File: src/rtl/switch_bounce_emulator_if.sv
// Bundle of the command and observation signals of the switch bounce emulator.
// The master side (bench or stimulus logic) drives the command level and mode.
// The slave side (the emulator) returns the bouncing output and sequence status.
interface switch_bounce_emulator_if;
  logic enable;  // 1 = emulate bounce on command edges, 0 = pass cmd through
  logic cmd;     // clean target level
  logic noisy;   // emulated bouncing switch output
  logic busy;    // bounce sequence in progress
  logic done;    // one-cycle completion pulse

  modport master (
    output enable,
    output cmd,
    input  noisy,
    input  busy,
    input  done
  );

  modport slave (
    input  enable,
    input  cmd,
    output noisy,
    output busy,
    output done
  );
endinterface

File: src/rtl/switch_bounce_emulator.sv
// Mechanical switch bounce emulator.
// Each accepted command edge drives the new level, then BOUNCES glitches back to
// the old level, each followed by a stable phase, and finally a one-cycle done.
// Every phase lasts D cycles; D = MIN_INTERVAL by default.
// Optional macro BOUNCE_RANDOM_EN: adds a 16-bit Galois LFSR (taps 16'hB400)
// that extends each phase by LFSR[RAND_BITS-1:0] cycles, sampled before the
// LFSR shifts. The LFSR advances once per phase load and holds otherwise.
// Reset is synchronous and active-high.
module switch_bounce_emulator #(
  parameter int unsigned BOUNCES      = 3,
  parameter int unsigned MIN_INTERVAL = 4,
  parameter int unsigned RAND_BITS    = 3,
  parameter int unsigned TW           = 16,
  parameter logic [15:0] SEED         = 16'hACE1
) (
  input logic                     clk,
  input logic                     reset,
  switch_bounce_emulator_if.slave bus
);

  // bounces_left must hold BOUNCES itself, and never be narrower than one bit.
  localparam int unsigned BW = (BOUNCES == 0) ? 1 : $clog2(BOUNCES + 1);
  localparam logic [BW-1:0] BOUNCES_INIT = BW'(BOUNCES);
  localparam logic [TW-1:0] MIN_M1       = TW'(MIN_INTERVAL - 1);

  typedef enum logic [1:0] {
    StIdle,
    StStable,
    StGlitch
  } state_e;

  state_e        state_q;
  logic          level_q;
  logic          noisy_q;
  logic          done_q;
  logic [TW-1:0] timer_q;
  logic [BW-1:0] bounces_left_q;

  // Reload value (D - 1) for whichever phase is being started this cycle.
  logic [TW-1:0] phase_len_m1;

`ifdef BOUNCE_RANDOM_EN
  logic [15:0] lfsr_q;
  logic        phase_load;

  // Flags every cycle in which the FSM starts a new phase, so the LFSR steps once per phase.
  always_comb begin
    phase_load = 1'b0;
    case (state_q)
      StIdle:   phase_load = bus.enable && (bus.cmd != level_q);
      StStable: phase_load = (timer_q == '0) && (bounces_left_q != '0);
      StGlitch: phase_load = (timer_q == '0);
      default:  phase_load = 1'b0;
    endcase
  end

  // The random extension uses the LFSR value before this load's shift.
  assign phase_len_m1 = MIN_M1 + TW'(lfsr_q[RAND_BITS-1:0]);

  // Galois LFSR, shifted right with the tap mask folded in when bit 0 falls out.
  always_ff @(posedge clk) begin
    if (reset) begin
      lfsr_q <= SEED;
    end else if (phase_load) begin
      lfsr_q <= {1'b0, lfsr_q[15:1]} ^ (lfsr_q[0] ? 16'hB400 : 16'h0000);
    end
  end
`else
  logic unused_cfg;

  assign phase_len_m1 = MIN_M1;
  // Randomisation parameters have no effect in the deterministic build.
  assign unused_cfg   = (^SEED) ^ (RAND_BITS != 0);
`endif

  // Bounce sequencer: accepts command edges in idle and walks stable/glitch phases.
  always_ff @(posedge clk) begin
    if (reset) begin
      state_q        <= StIdle;
      level_q        <= 1'b0;
      noisy_q        <= 1'b0;
      done_q         <= 1'b0;
      timer_q        <= '0;
      bounces_left_q <= '0;
    end else begin
      done_q <= 1'b0;
      case (state_q)
        StIdle: begin
          if (bus.cmd != level_q) begin
            noisy_q <= bus.cmd;
            level_q <= bus.cmd;
            // enable is only looked at here, so dropping it later cannot cut a sequence short.
            if (bus.enable) begin
              bounces_left_q <= BOUNCES_INIT;
              timer_q        <= phase_len_m1;
              state_q        <= StStable;
            end
          end
        end
        StStable: begin
          if (timer_q != '0) begin
            timer_q <= timer_q - TW'(1);
          end else if (bounces_left_q != '0) begin
            noisy_q <= ~level_q;
            timer_q <= phase_len_m1;
            state_q <= StGlitch;
          end else begin
            state_q <= StIdle;
            done_q  <= 1'b1;
          end
        end
        StGlitch: begin
          if (timer_q != '0) begin
            timer_q <= timer_q - TW'(1);
          end else begin
            noisy_q        <= level_q;
            bounces_left_q <= bounces_left_q - BW'(1);
            timer_q        <= phase_len_m1;
            state_q        <= StStable;
          end
        end
        default: begin
          state_q <= StIdle;
        end
      endcase
    end
  end

  assign bus.noisy = noisy_q;
  assign bus.busy  = (state_q != StIdle);
  assign bus.done  = done_q;

endmodule

File: src/flat_wrapper.sv
// flat-port wrapper written by rule: the top's interface ports become plain ports
module switch_bounce_emulator_flat 
#(
  parameter int unsigned BOUNCES      = 3,
  parameter int unsigned MIN_INTERVAL = 4,
  parameter int unsigned RAND_BITS    = 3,
  parameter int unsigned TW           = 16,
  parameter logic [15:0] SEED         = 16'hACE1
)
  (clk, reset, bus_enable, bus_cmd, bus_noisy, bus_busy, bus_done);
  switch_bounce_emulator_if bus_i ();
  input logic clk;
  input logic reset;
  input wire logic [$bits(bus_i.enable)-1:0] bus_enable;
  input wire logic [$bits(bus_i.cmd)-1:0] bus_cmd;
  output wire logic [$bits(bus_i.noisy)-1:0] bus_noisy;
  output wire logic [$bits(bus_i.busy)-1:0] bus_busy;
  output wire logic [$bits(bus_i.done)-1:0] bus_done;
  assign bus_i.enable = bus_enable;
  assign bus_i.cmd = bus_cmd;
  assign bus_noisy = bus_i.noisy;
  assign bus_busy = bus_i.busy;
  assign bus_done = bus_i.done;
  switch_bounce_emulator #(.BOUNCES(BOUNCES), .MIN_INTERVAL(MIN_INTERVAL), .RAND_BITS(RAND_BITS), .TW(TW), .SEED(SEED)) u_core (.clk(clk), .reset(reset), .bus(bus_i));
endmodule
File: config.mk
export PLATFORM = sky130hd
export DESIGN_NAME = switch_bounce_emulator_flat
export DESIGN_NICKNAME = d
export VERILOG_FILES = /design/src/rtl/switch_bounce_emulator_if.sv /design/src/rtl/switch_bounce_emulator.sv /design/src/flat_wrapper.sv
export SDC_FILE = /design/constraint.sdc
export NUM_CORES = 1
export LEC_CHECK = 0
export BUFFER_PORTS_ARGS = -buffer_cell sky130_fd_sc_hd__buf_2
export CORE_MARGIN = 2
export CORE_UTILIZATION = 60
export CTS_CLUSTER_DIAMETER = 40
export DETAILED_ROUTE_END_ITERATION = 6
export HOLD_SLACK_MARGIN = 0.02
export PLACE_DENSITY = 0.78
export SETUP_SLACK_MARGIN = 0.02
export SLEW_MARGIN = 20
export SYNTH_ARGS = -nofsm -noshare
export SYNTH_HDL_FRONTEND = slang
export SYNTH_SLANG_ARGS = --single-unit
File: constraint.sdc
create_clock -name clk -period 4.3 [get_ports clk]
set_clock_uncertainty 0.1 [all_clocks]
set_input_delay 0 -clock clk [delete_from_list [all_inputs] [get_ports clk]]
set_output_delay 0 -clock clk [all_outputs]
set_load 0.02 [all_outputs]
After elaboration in Yosys (flattened, before gate mapping)

Index checks and enable logic that the tools add are counted.

Register bits: 23
Input bits: 4
Logic and storage cells: 53

Reductions and logical operators: 12
Mux-type cells: 22
Bitwise operators: 2
$add $sub $neg: 2
Eq/ne operators: 9

Operators with widths:

| operator                                                               | count |
|---|---|
| 16-bit 2-to-1 mux                                                      | 5 |
| 16-bit one-hot mux with 3 select lines                                 | 1 |
| 2-bit 2-to-1 mux                                                       | 8 |
| 16-bit nonzero test                                                    | 1 |
| 16-bit by 1-bit subtractor with 16-bit output (second input constant)  | 1 |
| 4-bit AND reduction                                                    | 3 |
| 2-bit != test (second input constant)                                  | 3 |
| 2-bit one-hot mux with 3 select lines                                  | 1 |
| 2-bit nonzero test                                                     | 3 |
| 1-bit 2-to-1 mux                                                       | 5 |
| 5-bit AND reduction                                                    | 1 |
| 2-bit by 1-bit != test with 1-bit output (second input constant)       | 2 |
| 2-bit one-hot mux with 2 select lines                                  | 1 |
| 3-bit by 1-bit != test with 1-bit output (second input constant)       | 1 |
| 1-bit one-hot mux with 3 select lines                                  | 1 |
| 3-bit nonzero test                                                     | 1 |
| 3-bit OR reduction                                                     | 1 |
| 2-bit by 1-bit equality test with 1-bit output (second input constant) | 1 |
| 2-bit equality test (second input constant)                            | 1 |
| 2-bit logical NOT                                                      | 1 |
| 1-bit inverter                                                         | 2 |
| 2-bit AND reduction                                                    | 1 |
| 2-bit by 1-bit subtractor with 2-bit output (second input constant)    | 1 |
| 1-bit != test                                                          | 1 |

Depth between registers and ports, before layout

Gate-level depths: netlist of the first run.

Depth in word-level cells: 4
Mapped depth: 9
Gate-level depth less buffers: 7

Worst setup path after synthesis of the first run

Ideal clock, no wire load.

Path kind: register to register
Start point: reg u_core.timer_q[0]
End point: reg u_core.timer_q[13]
Library setup time: 66 ps
Clock period less this slack: 2,338 ps
Required time: 4,134 ps
Setup slack: 1,962 ps
Cell stages (with the launch flop): 10
Arrival: 2,172 ps
Cell sequence: dfxtp_1 > inv_1 > ha_1 > or3b_2 > or4_4 > buf_6 > o21a_1 > a21o_1 > buf_6 > a21oi_2

Cells in the longest elaborated chain, start to end: 3
Elaborated cells between the ends (all ways): 7

RTL lines:

| what                                                                                        | RTL line                      | source |
|---|---|---|
| start: declaration                                                                          | switch_bounce_emulator.sv:36  | `logic [TW-1:0] timer_q;` |
| start signal: assignment                                                                    | switch_bounce_emulator.sv:95  | `timer_q <= phase_len_m1;` |
| start signal: assignment                                                                    | switch_bounce_emulator.sv:102 | `timer_q <= timer_q - TW'(1);` |
| start signal: assignment                                                                    | switch_bounce_emulator.sv:105 | `timer_q <= phase_len_m1;` |
| 16-bit by 1-bit subtractor with 16-bit output / 16-bit nonzero test (equally long branches) | --                            |  |
| 16-bit 2-to-1 mux (tied with other cells)                                                   | switch_bounce_emulator.sv:113 | `if (timer_q != '0) begin` |
| 16-bit one-hot mux with 3 select lines / 4-bit AND reduction (equally long branches)        | --                            |  |

Parallel ways exist; a longest one is shown, timed or not.
A chain may end at the register's enable or synchronous reset.

Worst setup path after layout of the first run

Start point: reg u_core.timer_q[1]
End point: reg u_core.timer_q[7]

Same word-level chain as after synthesis.

==> results of run 1 <==
==> synthesized netlist by cell type (all sizes together) (3+ instances only) <==
library cell | instances | area share
nand2 | 6 | 0.017
xor2 | 3 | 0.020
nor3 | 3 | 0.011
or2 | 3 | 0.014
dfxtp | 23 | 0.35
o211ai | 4 | 0.023
mux2i | 4 | 0.030
nand2b | 3 | 0.014
buf | 3 | 0.020
nor2 | 12 | 0.034
a311oi | 3 | 0.020
o21ai | 9 | 0.034
or3 | 7 | 0.033
a21oi | 15 | 0.077
or4 | 10 | 0.066
o31ai | 3 | 0.017
ha | 7 | 0.066
inv | 10 | 0.028
clkbuf | 3 | 0.0095
==> worst min-delay path, cell delays in order <==
cell     delay (ns)
buf_2          0.11
inv_1          0.04
o21ai_0        0.21
nand4_1        0.16
a21oi_1        0.07
==> layout make-up <==
class | instances | area share
timing repair buffer | 9 | 0.0429
inverter | 10 | 0.0268
clock buffer | 4 | 0.0188
multi-input combinational | 111 | 0.558
sequential | 23 | 0.329
tap | 27 | 0.0242
==> timing repair <==
item / 4_1_cts / 5_1_grt
endpoints found under the hold margin: 11 / 0
setup endpoints to repair: 0 / 0
hold buffers: 3 / 0
==> metrics by stage <==
stage	util	instances
finish	0.692	184
global route	0.692	184
CTS	0.692	184
detailed placement	0.664	177
global placement	0.664	177
floorplan	-	150
==> cell families (layout without fill, tap and decap cells) <==
logic type | Yosys count | after routing | share of synthesized area
buffers and inverters | 16 | 23 | 0.0579
adder cells (fa/ha/maj) | 7 | 7 | 0.0665
AND/OR/NAND/NOR | 51 | 51 | 0.226
flip-flops | 23 | 23 | 0.349
multiplexers | 4 | 4 | 0.0304
AO/OA/AOI/OAI | 45 | 45 | 0.243
XOR/XNOR | 4 | 4 | 0.0266
==> registers in the layout, summed over array words and instances, names as in the netlist <==
register and cells:
u_core.bus.done 1, u_core.bounces_left_q 2, u_core.bus.noisy 1, u_core.timer_q 16, u_core.level_q 1, u_core.state_q 2
==> routing by layer <==
metal  vias up  wire length, um  track usage
met4         0                0       0.0721
met2        44             1260        0.404
met5         -                0            0
met3         0              140       0.0322
li1        572                -            -
met1       512             1260        0.336
==> cells in the final DEF, fill, tap and decap left out, types with 4 or more instances in the layout <==
cell and instances:
mux2i_1 4, buf_2 6, ha_1 7, nor2_1 12, inv_1 10, a21oi_2 7, dfxtp_1 23, nand2_1 6
or4_1 7, a21oi_1 8, o211ai_1 4, or3_1 7, o21ai_0 9
==> worst paths after layout <==
| check | slack (ns) | to | depth (start not counted) | startpoint |
|---|---|---|---|---|
| min reg2reg | 0.40 | u_core.timer_q[14] | 2 | u_core.timer_q[14] |
| min | 0.23 | u_core.state_q[1] | 5 | bus_enable |
| max | 1.53 | u_core.timer_q[7] | 7 | u_core.timer_q[1] |
| max reg2reg | 1.53 | u_core.timer_q[7] | 7 | u_core.timer_q[1] |
==> results.py, run 1 <==
metrics = {
    "run_status": {
        "status": "complete, no violations",
    },
    "route": {
        "dr.pass1.iters": 4,
        "vias_per_cell": 6.13,
        "detail-route-antenna-nets": 0,
        "post_drt_wl_per_cell_um": 14.5,
        "drtIter0Drc": 44,
        "wirelength_mm": 2.66,
        "drc_errors": 0,
        "routed-via-count": 1128,
    },
    "setup_path": {
        "crit_chain": "inv_1 > ha_1 > or3b_2 > or4_4 > o2111ai_1 > o21ai_0 > a21oi_2",
        "cpMaxStageDelayCell": "o2111ai_1",
        "startpoint_type": "register",
        "critPathBufInv": 1,
        "slowest_delay_ns": 0.61,
        "required_ns": 4.44,
        "path_max_fanout": 13,
        "crit_path_end_kind": "register",
        "crit_type": "reg2reg",
        "crit_arrival_ns": 2.91,
        "critPathTopFamily": "simple AND/OR/NAND/NOR gates",
    },
    "job": {
        "cap_viol_max_count": 0,
    },
    "synth": {
        "synth-seq-area-share": 0.349,
        "syn_avg_cell_area_um2": 8.78,
        "yosys_register_bits": 23,
        "yosys_warnings": 0,
        "synth_cell_type_count": 40,
        "async_flop_share": 0,
        "synth_nets": 161,
        "synth_area_um2": 1320,
        "synthCells": 150,
        "synth_edf_count": 0,
        "ys.flop_type": "dfxtp_1",
    },
    "timing": {
        "worst_pin_slew_ns": 0.700,
        "setup_violations": 0,
        "rsz0062_at_grt": "false",
        "finalCriticalPeriod_ns": 2.77,
        "fin_crit_sh": 0.644,
        "relSlewSlack": 0.529,
        "fin_tns_setup_ns": 0,
        "hold_violations": 0,
        "fmax_ghz": 0.361,
        "worst_slack_ns": 1.53,
        "fin_hold_ws_ns": 0.226,
        "maxSlewViolCount": 0,
    },
    "layout": {
        "nets": 169,
        "diodes": 0,
        "synthToLayoutAreaGrowth_pct": 6.17,
        "multi_input_area_um2": 781,
        "final_cell_area_um2": 1400,
        "layout-drive-gt1-share": 0.146,
        "n_fill_cell": 170,
        "register_area_um2": 460,
    },
    "hold_path": {
        "hp-class": "in2reg",
    },
    "clocking": {
        "clock_sinks": 23,
        "root_buffer": "clkbuf_4",
        "tritoncts": "done",
        "cts_setup_buffers": 0,
        "cts_resized": 0,
        "h-tree-depth": 1,
        "cts_buffers": 3,
        "clk_pin_slew_ns": 0.12,
        "worst_skew_pair.late_latency_ns": 0.31,
        "cts.path.max_buffers": 2,
    },
    "floorplan": {
        "io_pins": 7,
        "dieHeight_um": 50.9,
        "dieArea_um2": 2590,
        "fp.dieW_um": 50.9,
        "initial_core_util": 0.652,
        "core-area_um2": 2020,
        "core.rowCount": 16,
    },
    "global_route": {
        "grtUsageTotal": 0.245,
        "antenna_found_initial": 0,
        "grt_pass1_vias": 1116,
        "grt_overflow": 0,
        "grt_pass1_wl_mm": 4.90,
        "grt_start_max_net_pins": 14,
    },
    "place": {
        "globalplace.congestion": 0.820,
        "hpwl_mm": 1.97,
        "io_buffer_count": 6,
        "placed_cell_area_um2": 1340,
        "dpl_worst_slack_ns": 1.59,
    },
}
Power of run 1 is left out: the tool's default activity adds up to more than one toggle a clock period on the data nets, which glitch-free logic cannot reach.
==> run 2: changes to the inputs <==
--- a/config.mk
+++ b/config.mk
@@ -7,11 +7,11 @@
 export LEC_CHECK = 0
 export BUFFER_PORTS_ARGS = -buffer_cell sky130_fd_sc_hd__buf_2
 export CORE_MARGIN = 2
-export CORE_UTILIZATION = 60
+export CORE_UTILIZATION = 53
 export CTS_CLUSTER_DIAMETER = 40
 export DETAILED_ROUTE_END_ITERATION = 6
 export HOLD_SLACK_MARGIN = 0.02
-export PLACE_DENSITY = 0.78
+export PLACE_DENSITY = 0.73
 export SETUP_SLACK_MARGIN = 0.02
 export SLEW_MARGIN = 20
 export SYNTH_ARGS = -nofsm -noshare
==> constraint.sdc (replaced) <==
create_clock -name clk -period 2.35 [get_ports clk]
set_clock_uncertainty 0.1 [all_clocks]
set_input_delay 0 -clock clk [delete_from_list [all_inputs] [get_ports clk]]
set_output_delay 0 -clock clk [all_outputs]
set_load 0.02 [all_outputs]
==> run 2 against run 1 <==
Against the previous run:
- register-to-register slack got worse by 1.5 ns
- final area increased by 15%
- fmax increased by 19%
==> results.py, run 2 (synthesis results as in run 1) <==
metrics = {
    "timing": {
        "rsz0062_at_grt": "true",
        "hold_violations": 0,
        "finalCriticalPeriod_ns": 2.34,
        "fmax_ghz": 0.428,
        "fin_tns_setup_ns": 0,
        "worst_pin_slew_ns": 0.623,
        "relSlewSlack": 0.581,
        "fin_crit_sh": 0.994,
        "fin_hold_ws_ns": 0.196,
        "setup_violations": 0,
        "maxSlewViolCount": 0,
        "worst_slack_ns": 0.0137,
    },
    "floorplan": {
        "initial_core_util": 0.547,
        "core.rowCount": 18,
        "fp.dieW_um": 53.9,
        "io_pins": 7,
        "dieArea_um2": 2900,
        "dieHeight_um": 53.9,
        "core-area_um2": 2410,
    },
    "route": {
        "wirelength_mm": 3.10,
        "routed-via-count": 1254,
        "dr.pass1.iters": 4,
        "drtIter0Drc": 46,
        "vias_per_cell": 6.03,
        "post_drt_wl_per_cell_um": 14.9,
        "detail-route-antenna-nets": 0,
        "drc_errors": 0,
    },
    "setup_path": {
        "crit_path_end_kind": "register",
        "crit_type": "reg2reg",
        "startpoint_type": "register",
        "path_max_fanout": 7,
        "crit_arrival_ns": 2.47,
        "required_ns": 2.48,
    },
    "clocking": {
        "cts.path.max_buffers": 2,
        "h-tree-depth": 1,
        "clock_sinks": 23,
        "root_buffer": "clkbuf_4",
        "worst_skew_pair.late_latency_ns": 0.32,
        "tritoncts": "done",
        "clk_pin_slew_ns": 0.13,
        "cts_buffers": 3,
    },
    "place": {
        "dpl_worst_slack_ns": -0.0486,
        "globalplace.congestion": 0.794,
        "io_buffer_count": 6,
        "hpwl_mm": 2.13,
    },
    "layout": {
        "layout_common_cells": "dfxtp_1, buf_4, nor2_1, inv_1",
        "largest_reg_flops": 16,
        "synthToLayoutAreaGrowth_pct": 22.4,
        "final_common_cell": "dfxtp_1",
        "diodes": 0,
        "largestRegisters": "u_core.timer_q (16), u_core.bounces_left_q (2), u_core.state_q (2)",
        "top_register": "u_core.timer_q",
        "layout-drive-gt1-share": 0.281,
        "nets": 190,
    },
    "job": {
        "cap_viol_max_count": 0,
    },
    "global_route": {
        "grt_pass1_wl_mm": 5.07,
        "grt_overflow": 0,
        "antenna_found_initial": 0,
        "grtUsageTotal": 0.238,
        "grt_pass1_vias": 1154,
        "grt_start_max_net_pins": 14,
    },
    "run_status": {
        "status": "complete, no violations",
    },
    "hold_path": {
        "hp-class": "in2reg",
    },
}
-- run 2: cell count changes in the layout (fill, tap and decap cells not counted), sizes merged --
cell  change
a21o      +1
buf      +19
or4       +1
-- run 2: worst paths after layout --
| check | startpoint | end | slack [ns] | depth (start not counted) |
|---|---|---|---|---|
| worst max register to register | u_core.timer_q[8] | u_core.timer_q[2] | 0.01 | 5 |
| worst min register to register | u_core.bus.noisy | u_core.bus.noisy | 0.38 | 2 |
| worst min-delay path | bus_enable | u_core.timer_q[14] | 0.20 | 6 |
| worst max-delay path | u_core.timer_q[8] | u_core.timer_q[2] | 0.01 | 5 |
-- run 2: area by class of cell --
| class | instances | area, um^2 |
|---|---|---|
| clock buffers | 4 | 26.3 |
| inverters | 10 | 37.5 |
| fillers | 196 | 797 |
| multi-input cells | 113 | 842 |
| flip-flops and latches | 23 | 463 |
| repair buffers | 28 | 206 |
| well taps | 30 | 37.5 |
-- run 2: per-stage QoR --
stage          std cells  utilization  cell area (um^2)
2_1_floorplan        150            -              1320
3_3_place_gp         198        0.617              1490
3_5_place_dp         198        0.617              1490
4_1_cts              206        0.647              1560
5_1_grt              208        0.669              1610
6_report             208        0.669              1610
-- run 2: worst max-delay path: stages (launching register included) --
cell	delay (ns)
dfxtp_1	0.33
or4_4	0.58
or4_4	0.60
o21a_1	0.26
buf_4	0.16
a311oi_1	0.23
-- run 2: repair_timing --
action,in CTS,in global routing
buffers inserted,1,0
endpoints found under the hold margin,11,0
resized for setup,3,7
hold buffers,3,0
endpoints found under the setup margin,14,17
gates cloned,0,2
pin swaps,1,2
-- run 2: routing by layer --
metal,up-vias,part of all wire,track usage
li1,620,-,-
met1,600,0.44,0.303
met2,29,0.51,0.407
met3,5,0.036,0.0389
met4,0,0.0093,0.0726
met5,-,0,0
Power of run 2 is left out for the same reason.
==> run 3: changes to the inputs <==
--- a/config.mk
+++ b/config.mk
@@ -5,15 +5,17 @@
 export SDC_FILE = /design/constraint.sdc
 export NUM_CORES = 1
 export LEC_CHECK = 0
+export ABC_AREA = 1
 export BUFFER_PORTS_ARGS = -buffer_cell sky130_fd_sc_hd__buf_2
 export CORE_MARGIN = 2
-export CORE_UTILIZATION = 53
+export CORE_UTILIZATION = 55
 export CTS_CLUSTER_DIAMETER = 40
 export DETAILED_ROUTE_END_ITERATION = 6
 export HOLD_SLACK_MARGIN = 0.02
-export PLACE_DENSITY = 0.73
+export PLACE_DENSITY = 0.75
 export SETUP_SLACK_MARGIN = 0.02
 export SLEW_MARGIN = 20
 export SYNTH_ARGS = -nofsm -noshare
 export SYNTH_HDL_FRONTEND = slang
 export SYNTH_SLANG_ARGS = --single-unit
+export TNS_END_PERCENT = 10
==> run 3 against run 2 <==
Against the previous run:
- final area grew 1.7%
- register-to-register slack gained 0.47 ns
- sequential share of layout area decreased by 0.63 points
- flip-flop and latch count unchanged
- worst setup slack improved by 0.47 ns
- die area grew 14%
- via count grew 13%
- utilization down 6.9 points
- critical path depth up 5
- non-clock buffer count shrank 20
- synthesized cell count is 66% higher
==> results.py, run 3 <==
metrics = {
    "timing": {
        "maxSlewViolCount": 0,
        "relSlewSlack": 0.677,
        "hold_violations": 0,
        "fin_crit_sh": 0.796,
        "worst_pin_slew_ns": 0.479,
        "rsz0062_at_grt": "false",
        "fin_tns_setup_ns": 0,
        "fmax_ghz": 0.535,
        "setup_violations": 0,
        "finalCriticalPeriod_ns": 1.87,
    },
    "global_route": {
        "grt_pass1_vias": 1223,
        "grtUsageTotal": 0.211,
        "grt_overflow": 0,
        "grt_start_max_net_pins": 21,
        "grt_pass1_wl_mm": 5.44,
        "antenna_found_initial": 0,
    },
    "synth": {
        "synth_edf_count": 0,
        "ys_top_cells_by_count": "nand2_1, nor2_1, inv_1",
        "synth_top_cell_by_area": "dfxtp_1",
        "ys.flop_type": "dfxtp_1",
        "synth_cell_type_count": 26,
        "synth_area_leaders": "dfxtp_1, nand2_1, nor2_1, inv_1, ha_1",
        "synth_area_um2": 1570,
        "async_flop_share": 0,
        "yosys_warnings": 0,
        "syn_avg_cell_area_um2": 6.31,
        "synth_most_common_cell": "nand2_1",
        "synthCells": 249,
        "yosys_register_bits": 23,
        "synth_top_area_share": 0.293,
        "synth-seq-area-share": 0.293,
        "synth_nets": 260,
    },
    "setup_path": {
        "crit_type": "reg2reg",
        "startpoint_type": "register",
        "required_ns": 2.52,
        "path_max_fanout": 20,
        "crit_path_end_kind": "register",
        "crit_arrival_ns": 2.04,
    },
    "floorplan": {
        "dieHeight_um": 57.4,
        "fp.dieW_um": 57.4,
        "core.rowCount": 19,
        "initial_core_util": 0.574,
        "core-area_um2": 2730,
        "io_pins": 7,
        "dieArea_um2": 3300,
    },
    "route": {
        "detail-route-antenna-nets": 0,
        "drtIter0Drc": 61,
        "post_drt_wl_per_cell_um": 10.9,
        "dr.pass1.iters": 4,
        "vias_per_cell": 4.95,
        "routed-via-count": 1422,
        "wirelength_mm": 3.12,
        "drc_errors": 0,
    },
    "layout": {
        "layout_common_cells": "nand2_1, nor2_1, inv_1, dfxtp_1",
        "final_common_cell": "nand2_1",
        "synthToLayoutAreaGrowth_pct": 4.46,
        "n_fill_cell": 272,
        "largest_reg_flops": 16,
        "diodes": 0,
        "top_register": "u_core.timer_q",
        "nets": 268,
        "largestRegisters": "u_core.timer_q (16), u_core.bounces_left_q (2), u_core.state_q (2)",
        "layout-drive-gt1-share": 0.0938,
    },
    "place": {
        "io_buffer_count": 6,
        "globalplace.congestion": 0.911,
        "hpwl_mm": 2.34,
    },
    "clocking": {
        "tritoncts": "done",
        "worst_skew_pair.late_latency_ns": 0.32,
        "cts.path.max_buffers": 2,
        "h-tree-depth": 1,
        "cts_resized": 0,
        "root_buffer": "clkbuf_4",
        "clock_sinks": 23,
        "clk_pin_slew_ns": 0.13,
        "cts_buffers": 3,
    },
    "hold_path": {
        "hp-class": "in2reg",
    },
    "job": {
        "cap_viol_max_count": 0,
    },
    "run_status": {
        "status": "complete, no violations",
    },
}
==> run 3: changes by cell type after synthesis, sizes merged, moves of 7 or more <==
cell | before | now
nor2 | 12 | 60
or4 | 10 | 0
inv | 10 | 37
nand3 | 0 | 16
or3 | 7 | 0
nand2 | 6 | 62
==> run 3: per-stage QoR <==
stage / cell area [um^2] / utilization / std cells / hold slack (ns) / setup WS, ns
global route: 1640 / 0.600 / 287 / 0.266 / 0.260
floorplan: 1570 / - / 249 / 0.0472 / 0.554
global placement: 1590 / 0.583 / 281 / 0.189 / 0.562
detailed placement: 1590 / 0.583 / 281 / 0.189 / 0.502
finish: 1640 / 0.600 / 287 / 0.202 / 0.479
CTS: 1640 / 0.600 / 287 / 0.185 / 0.484
==> run 3: path summary, 6_finish.rpt <==
path	startpoint	to	slack, ns	cells past startpoint
setup reg to reg	u_core.state_q[0]	u_core.timer_q[3]	0.48	10
setup / recovery	u_core.state_q[0]	u_core.timer_q[3]	0.48	10
hold reg to reg	u_core.bounces_left_q[1]	u_core.bounces_left_q[1]	0.37	2
hold / removal	bus_enable	u_core.state_q[1]	0.20	7
==> run 3: critical path, stage by stage (launching register included) <==
cell	delay [ns]
dfxtp_1	0.42
inv_1	0.08
ha_1	0.25
inv_2	0.06
or2_1	0.09
nand2_1	0.11
nor2_4	0.21
nand2_4	0.18
o21bai_1	0.16
nand2_1	0.06
nor2_1	0.09
==> run 3: final cells by class <==
class / instances / area [um^2] / area share
flip-flops and latches: 23 / 460 / 0.281
inverters: 37 / 139 / 0.0847
well taps: 31 / 38.8 / 0.0236
clock buffers: 4 / 26.3 / 0.0160
repair buffers: 8 / 50.0 / 0.0305
multi-input cells: 184 / 926 / 0.564
==> run 3: repair_timing <==
action | 4_1_cts | 5_1_grt
buffers inserted | 0 | 0
hold buffers | 2 | 0
hold endpoints to repair | 11 | 0
==> run 3: routing by layer <==
layer / GRT usage / up-vias / wire [um]
met4: 0.0631 / 0 / 38
met2: 0.299 / 29 / 1270
met3: 0.0272 / 5 / 137
met5: 0 / - / 0
li1: - / 789 / -
met1: 0.331 / 599 / 1680
==> run 3: cells by family (layout without fill, tap and decap cells) <==
logic type               count (synthesis)  count (layout)  share of synthesized area
AND/OR/NAND/NOR                        150             150                      0.441
buffers and inverters                   42              49                      0.117
AO/OA/AOI/OAI                           27              27                     0.0924
flip-flops                              23              23                      0.293
adder cells (fa/ha/maj)                  7               7                     0.0558
Power of run 3 is left out for the same reason.
